## config.mk

```make
export PLATFORM = sky130hd
export DESIGN_NAME = ibex_multdiv_iter
export DESIGN_NICKNAME = d
export VERILOG_FILES = /design/src/rtl/ibex_multdiv_pkg.sv /design/src/rtl/ibex_div_step.sv /design/src/rtl/ibex_multdiv_iter.sv
export SDC_FILE = /design/constraint.sdc
export NUM_CORES = 2
export LEC_CHECK = 0
export BUFFER_PORTS_ARGS = -buffer_cell sky130_fd_sc_hd__buf_2
export CORE_UTILIZATION = 36
export DETAILED_ROUTE_END_ITERATION = 12
export GPL_TIMING_DRIVEN = 0
export REMOVE_ABC_BUFFERS = 1
export SLEW_MARGIN = 20
export SYNTH_ARGS = -nofsm -noshare
export SYNTH_HDL_FRONTEND = slang
export SYNTH_SLANG_ARGS = --single-unit
```

## constraint.sdc

```tcl
create_clock -name clk_i -period 14 [get_ports clk_i]
set_input_delay 1.4 -clock clk_i [delete_from_list [all_inputs] [get_ports clk_i]]
set_output_delay 1.4 -clock clk_i [all_outputs]
set_load 0.005 [all_outputs]
```

## src/rtl/ibex_multdiv_pkg.sv

```systemverilog
// Shared operator/state types and width-agnostic sign helpers for the
// iterative multiply/divide unit.
package ibex_multdiv_pkg;

    // Widest datapath the helpers serve; callers truncate to their own width.
    localparam int unsigned MD_MAX_W = 128;

    typedef enum logic [1:0] {
        MD_MUL  = 2'd0,
        MD_MULH = 2'd1,
        MD_DIV  = 2'd2,
        MD_REM  = 2'd3
    } md_op_e;

    typedef enum logic [2:0] {
        ST_IDLE     = 3'd0,
        ST_MUL      = 3'd1,
        ST_DIV_PREP = 3'd2,
        ST_DIV      = 3'd3,
        ST_DIV_FIX  = 3'd4,
        ST_DONE     = 3'd5
    } md_state_e;

    // Low N bits of the result are the N-bit two's complement negation of
    // the low N bits of v, so one function serves every width.
    function automatic logic [MD_MAX_W-1:0] md_negate(input logic [MD_MAX_W-1:0] v);
        return ~v + MD_MAX_W'(1);
    endfunction

    function automatic logic [MD_MAX_W-1:0] md_abs(input logic [MD_MAX_W-1:0] v,
                                                   input logic              neg);
        return neg ? md_negate(v) : v;
    endfunction

endpackage

```

## src/rtl/ibex_div_step.sv

```systemverilog
// One restoring radix-2 division step: shift in the next numerator bit and
// subtract the divisor when it fits.
module ibex_div_step #(
    parameter int unsigned WIDTH = 32
) (
    input  logic [WIDTH-1:0] rem,
    input  logic [WIDTH-1:0] den,
    input  logic             num_bit,
    output logic [WIDTH-1:0] rem_next,
    output logic             q_bit
);

    logic [WIDTH:0] shifted;
    logic [WIDTH:0] diff;

    always_comb begin
        shifted  = {rem, num_bit};
        diff     = shifted - {1'b0, den};
        // With rem < den the difference stays below 2^WIDTH when it fits,
        // so its top bit is exactly the borrow.
        q_bit    = ~diff[WIDTH];
        rem_next = q_bit ? diff[WIDTH-1:0] : shifted[WIDTH-1:0];
    end

endmodule

```

## src/rtl/ibex_multdiv_iter.sv

```systemverilog
// Iterative multiply/divide unit with valid/ready handshakes.
// Optional IBEX_MULTDIV_DIT_EN adds data_ind_timing_i (fixed divide latency).
module ibex_multdiv_iter
    import ibex_multdiv_pkg::*;
#(
    parameter int unsigned WIDTH     = 32,
    parameter int unsigned MUL_CHUNK = 16
) (
    input  logic             clk_i,
    input  logic             rst_i,
    input  logic             req_valid_i,
    output logic             req_ready_o,
    input  logic [1:0]       operator_i,
    input  logic [1:0]       signed_mode_i,
    input  logic [WIDTH-1:0] op_a_i,
    input  logic [WIDTH-1:0] op_b_i,
`ifdef IBEX_MULTDIV_DIT_EN
    input  logic             data_ind_timing_i,
`endif
    input  logic             kill_i,
    output logic             res_valid_o,
    input  logic             res_ready_i,
    output logic [WIDTH-1:0] result_o,
    output logic             busy_o
);

    localparam int unsigned N_MUL  = WIDTH / MUL_CHUNK;
    localparam int unsigned ACC_W  = 2 * WIDTH + 2;
    localparam int unsigned PROD_W = WIDTH + MUL_CHUNK + 2;
    localparam int unsigned CNT_W  = $clog2(WIDTH + 1);

    md_state_e        state_q;
    md_op_e           op_q;
    logic [1:0]       sm_q;
    logic [WIDTH-1:0] a_q;
    logic [WIDTH-1:0] b_q;
    logic [WIDTH-1:0] b_sh_q;
    logic [ACC_W-1:0] acc_q;
    logic [CNT_W-1:0] cnt_q;
    logic [WIDTH-1:0] num_q;
    logic [WIDTH-1:0] den_q;
    logic [WIDTH-1:0] rem_q;
    logic             div_zero_q;

    logic             sign_a;
    logic             sign_b;
    logic             b_zero;
    logic             short_zero;
    logic             last_chunk;
    logic             last_step;
    logic signed [WIDTH:0]       a_ext;
    logic signed [MUL_CHUNK:0]   chunk_ext;
    logic signed [PROD_W-1:0]    prod;
    logic [ACC_W-1:0] acc_nxt;
    logic [WIDTH-1:0] zero_res;
    logic [WIDTH-1:0] div_res;
    logic [WIDTH-1:0] rem_nxt;
    logic             q_bit;

    assign sign_a     = sm_q[0] & a_q[WIDTH-1];
    assign sign_b     = sm_q[1] & b_q[WIDTH-1];
    assign b_zero     = (b_q == '0);
    assign last_chunk = (cnt_q == CNT_W'(N_MUL - 1));
    assign last_step  = (cnt_q == CNT_W'(WIDTH - 1));
    assign zero_res   = (op_q == MD_DIV) ? '1 : a_q;

`ifdef IBEX_MULTDIV_DIT_EN
    logic dit_q;

    always_ff @(posedge clk_i) begin
        if (rst_i) begin
            dit_q <= 1'b0;
        end else if (state_q == ST_IDLE && req_valid_i) begin
            dit_q <= data_ind_timing_i;
        end
    end

    assign short_zero = b_zero & ~dit_q;
`else
    assign short_zero = b_zero;
`endif

    // Multiply datapath: signed (WIDTH+1) x (MUL_CHUNK+1) partial product,
    // only the top chunk of op_b may carry a sign.
    // NOTE: every variable written here gets a value on every path, so no latch.
    always_comb begin
        a_ext     = {sign_a, a_q};
        chunk_ext = {last_chunk & sm_q[1] & b_sh_q[MUL_CHUNK-1], b_sh_q[MUL_CHUNK-1:0]};
        prod      = PROD_W'(a_ext) * PROD_W'(chunk_ext);
        acc_nxt   = acc_q + (ACC_W'(prod) << (32'(cnt_q) * MUL_CHUNK));
    end

    ibex_div_step #(
        .WIDTH(WIDTH)
    ) u_div_step (
        .rem      (rem_q),
        .den      (den_q),
        .num_bit  (num_q[WIDTH-1]),
        .rem_next (rem_nxt),
        .q_bit    (q_bit)
    );

    // Sign fix-up; a zero divisor that ran the full iteration still returns
    // the architectural all-ones / dividend.
    always_comb begin
        if (div_zero_q) begin
            div_res = zero_res;
        end else if (op_q == MD_DIV) begin
            div_res = (sign_a ^ sign_b) ? WIDTH'(md_negate(MD_MAX_W'(num_q))) : num_q;
        end else begin
            div_res = sign_a ? WIDTH'(md_negate(MD_MAX_W'(rem_q))) : rem_q;
        end
    end

    assign busy_o      = (state_q != ST_IDLE);
    assign req_ready_o = (state_q == ST_IDLE);

    // NOTE: non-blocking assignments so every register samples pre-edge values.
    always_ff @(posedge clk_i) begin
        if (rst_i) begin
            state_q     <= ST_IDLE;
            res_valid_o <= 1'b0;
            result_o    <= '0;
            op_q        <= MD_MUL;
            sm_q        <= '0;
            a_q         <= '0;
            b_q         <= '0;
            b_sh_q      <= '0;
            acc_q       <= '0;
            cnt_q       <= '0;
            num_q       <= '0;
            den_q       <= '0;
            rem_q       <= '0;
            div_zero_q  <= 1'b0;
        end else if (kill_i && state_q != ST_IDLE) begin
            state_q     <= ST_IDLE;
            res_valid_o <= 1'b0;
        end else begin
            unique case (state_q)
                ST_IDLE: begin
                    if (req_valid_i) begin
                        op_q    <= md_op_e'(operator_i);
                        sm_q    <= signed_mode_i;
                        a_q     <= op_a_i;
                        b_q     <= op_b_i;
                        b_sh_q  <= op_b_i;
                        acc_q   <= '0;
                        cnt_q   <= '0;
                        state_q <= operator_i[1] ? ST_DIV_PREP : ST_MUL;
                    end
                end
                ST_MUL: begin
                    acc_q  <= acc_nxt;
                    b_sh_q <= b_sh_q >> MUL_CHUNK;
                    cnt_q  <= cnt_q + CNT_W'(1);
                    if (last_chunk) begin
                        state_q     <= ST_DONE;
                        res_valid_o <= 1'b1;
                        result_o    <= (op_q == MD_MULH) ? acc_nxt[2*WIDTH-1:WIDTH]
                                                         : acc_nxt[WIDTH-1:0];
                    end
                end
                ST_DIV_PREP: begin
                    num_q      <= WIDTH'(md_abs(MD_MAX_W'(a_q), sign_a));
                    den_q      <= WIDTH'(md_abs(MD_MAX_W'(b_q), sign_b));
                    rem_q      <= '0;
                    cnt_q      <= '0;
                    div_zero_q <= b_zero;
                    if (short_zero) begin
                        state_q     <= ST_DONE;
                        res_valid_o <= 1'b1;
                        result_o    <= zero_res;
                    end else begin
                        state_q <= ST_DIV;
                    end
                end
                ST_DIV: begin
                    rem_q <= rem_nxt;
                    num_q <= {num_q[WIDTH-2:0], q_bit};
                    cnt_q <= cnt_q + CNT_W'(1);
                    if (last_step) begin
                        state_q <= ST_DIV_FIX;
                    end
                end
                ST_DIV_FIX: begin
                    state_q     <= ST_DONE;
                    res_valid_o <= 1'b1;
                    result_o    <= div_res;
                end
                ST_DONE: begin
                    if (res_ready_i) begin
                        state_q     <= ST_IDLE;
                        res_valid_o <= 1'b0;
                    end
                end
                default: begin
                    state_q     <= ST_IDLE;
                    res_valid_o <= 1'b0;
                end
            endcase
        end
    end

endmodule

```

==> summary.md <==
| Metric | Value |
|---|---|
| Status | `finished clean` |
| Max Cap Viol | `0` |
| Number of flops mapped to enable cells by yosys | `0` |
| Hold buffers post-CTS | `0` |
| Top routing layer in use | `met5` |
| Setup Buffers After CTS | `0` |
| Arrival time at the worst endpoint | `13.20 ns` |
| # IOs | `108` |
| Hold Crit Class | `register to register` |
| PortBufs | `107` |
| Most common cell after layout, fill and taps aside | `nand2_1` |
| Fin nets | `5,836` |
| Initial Util | `roughly 36%` |
| Setup WS post-layout | `roughly 1.4 ns` |
| Pre-Repair DR Iteration Count | `6` |
| Gpl congestion | `approximately 0.96` |
| CP max stage delay | `0.87 ns` |
| R2R Setup Slk | `1.37 ns` |
| Fillers | `11.7k` |
| Hpwl dp | `104 mm` |
| Total global routing overflow | `0` |
| Synthesis Warnings | `0` |
| Fmax | `slightly below 80 MHz` |
| Die area | `0.116 mm2` |
| Peak VDD IR | `159 uV` |
| Finished Core Util | `39.6%` |
| Average vias per placed instance | `5.45` |
| Slew Limit Fails | `0` |
| Hold Path Depth | `2` |
| Register bit total from synthesis | `303` |
| Seq/Total Area, Yosys | `14.7%` |
| Min-delay src | `acc_q[46]` |
| Post-cts repair resize count | `0` |
| Commonest cells after routing, fill and taps aside | `678 x nand2_1, 665 x inv_1, 538 x fa_1` |
| Root Buffer Master | `clkbuf_16` |
| R2R depth | `34` |
| Vias in the first global route | `35.1k` |
| CTS Buf Count | `42` |
| M1 WL | `~59 mm` |
| FF-to-FF Start | `cnt_q[1]` |
| Largest net degree at the start of global routing | `94` |
| Area of the mapped netlist | `between 0.04 and 0.05 mm2` |
| Worst Setup SP | `cnt_q[1]` |
| First-pass GRT wire length | `210 mm` |
| Crit-path slowest cell | `dfxtp_2` |
| Die W | `340 um` |
| Core Box Area | `approximately 0.11 mm2` |
| Critical Path End Type | `register` |
| Top-area cell type share of the netlist area | `26.2%` |
| Drc violations | `0` |
| Ys flop type | `dfxtp_1` |
| Tot Pwr | `9.38 mW` |
| Sequential Area | `0.00613 mm2` |
| Buffers and inverters on the worst path | `3` |
| CTS tree | `yes` |
| Hold Slack | `0.449 ns` |
| # setup viols final | `0` |
| CP Launch Type | `register` |
| Clock Latency Late Sink | `~0.63 ns` |
| Area after DPL | `0.0432 mm2` |
| Crit Path Category | `register to register` |
| Largest area contributor in the netlist | `fa_1` |
| Mean Syn Cell Area | `7.98 um2` |
| Relative slew slack | `between 20% and 30%` |
| WL final | `134 mm` |
| Power per cell area | `210 mW/mm2` |
| RSZ-0062 raised after global routing | `no` |
| Die Ht | `340 um` |
| Post-synthesis mux area share | `1.52%` |
| Footprint of the multi-input gates | `roughly 0.031 mm2` |
| Leak | `18.8 nW` |
| Met2 wire len | `slightly above 60 mm` |
| Clk sinks | `roughly 300` |
| Largest cells by area after synthesis | `fa_1 26%, dfxtp_1 15%, ha_1 6.6%` |
| Slew @ Worst Pin | `1.11 ns` |
| Largest family of logic cells by synthesized area | `adder cells` |
| Synth unique cells | `91` |
| Final Hold Viols | `0` |
| Fin crit share | `90.2%` |
| Antenna violations before repair | `6` |
| Cell row count | `around 120` |
| Async set-reset flop share out of synthesis | `0%` |
| Cell count along the critical path | `34` |
| 1st-iter DRT viols | `2,737` |
| Top delay family on crit path | `adder cells` |
| Pre-CTS WS | `1.79 ns` |
| Synth Area in Compound Gates | `between 15 and 20%` |
| Post-route minimum period | `12.63 ns` |
| Area Overhead vs Synth | `8.65%` |
| Final non-filler cell area | `0.0447 mm2` |
| WP data required | `14.57 ns` |
| H-tree depth | `2` |
| WL/cell | `between 20 and 25 um` |
| Routed met3 length | `9.60 mm` |
| Adder-Cell Fraction of Synth Area | `32.8%` |
| Post-DRT Antenna Nets | `0` |
| Via count | `around 36k` |
| Top cell by count, worst path | `fa_1` |
| Cell count after synthesis | `5,154` |
| Clock Tree Buf Depth | `3` |
| Clk_skew | `0.0600 ns` |
| Fraction of the mapped netlist area in simple logic gates | `approximately a fifth` |
| Largest fanout on the critical path | `44` |
| Total track usage | `between 20% and 30%` |
| Synth Area in XOR/XNOR | `5.22%` |
| CTS clock-pin slew for the worst setup and hold paths | `roughly 0.06 ns` |
| Layout cells sized above 1 | `6.47%` |
final cells by class:
class,instances,share of cell area [%]
clock buffer,55,2.62
inverter,665,5.58
clock inverter,21,0.705
sequential,303,13.7
multi-input combinational,3852,70.3
tap,1500,4.20
antenna,1,0.00560
timing repair buffer,143,2.89
worst paths after layout:
path / end
max: result_o[28]
min: acc_q[46]
max reg2reg: result_o[28]
min reg2reg: acc_q[46]
through the flow:
step           setup TNS (ns)  instances
3_5_place_dp                0       6463
5_1_grt                     0       6539
3_3_place_gp            -4.31       6427
4_1_cts                     0       6539
6_report                    0       6540
2_1_floorplan               0       4820
cell families (layout without fill, tap and decap cells):
kind of cell / Yosys count / in the layout
simple gates: 1684 / 1684
compound gates: 1105 / 1105
buf+inv: 999 / 884
fa+ha+maj: 756 / 756
flops: 303 / 303
xor+xnor: 245 / 245
mux: 62 / 62
other cells: 0 / 1
routing by layer:
metal | vias to the layer above | global-route usage [%]
li1 | 16700 | -
met1 | 17600 | 31.7
met2 | 1170 | 37.3
met3 | 185 | 3.80
met4 | 4 | 8.36
met5 | - | 0
state kept, by name, indices dropped and copies added, names as in the netlist:
register and count:
cnt_q 6, div_zero_q 1, rem_q 32, acc_q 64
a_q 32, sm_q 2, b_sh_q 32, num_q 32
result_o 32, b_q 32, den_q 32, op_q 2
state_q 3, res_valid_o 1
tightest hold or removal path, cell delays in order (launching register included):
cell	delay, ns
dfxtp_1	0.31
nand2_1	0.05
nand2_1	0.04
Yosys cell counts (all sizes together) (18+ instances only):
cell / count
a22oi: 47
clkbuf: 299
a21o: 90
nor4: 19
o31ai: 35
nor2b: 25
nand4: 37
nand2: 682
o21a: 18
xnor2: 155
buf: 35
a221oi: 46
a21oi: 355
nor3: 54
inv: 665
ha: 218
a31oi: 35
xor2: 90
or3: 32
o211ai: 35
nand3: 68
dfxtp: 303
mux2i: 57
and3: 50
and2: 267
o21ai: 225
nor2: 362
fa: 538
a211oi: 69
nand2b: 30
report_power, final:
| part | total [mW] | internal (mW) | leakage, nW | switching, mW |
|---|---|---|---|---|
| Clock | 1.16 | 0.689 | 0.714 | 0.473 |
| Sequential | 1.41 | 1.01 | 2.48 | 0.402 |
| Combinational | 6.80 | 2.37 | 15.6 | 4.43 |
| Total | 9.38 | 4.07 | 18.8 | 5.31 |
Power figures use the tool's default switching activity.
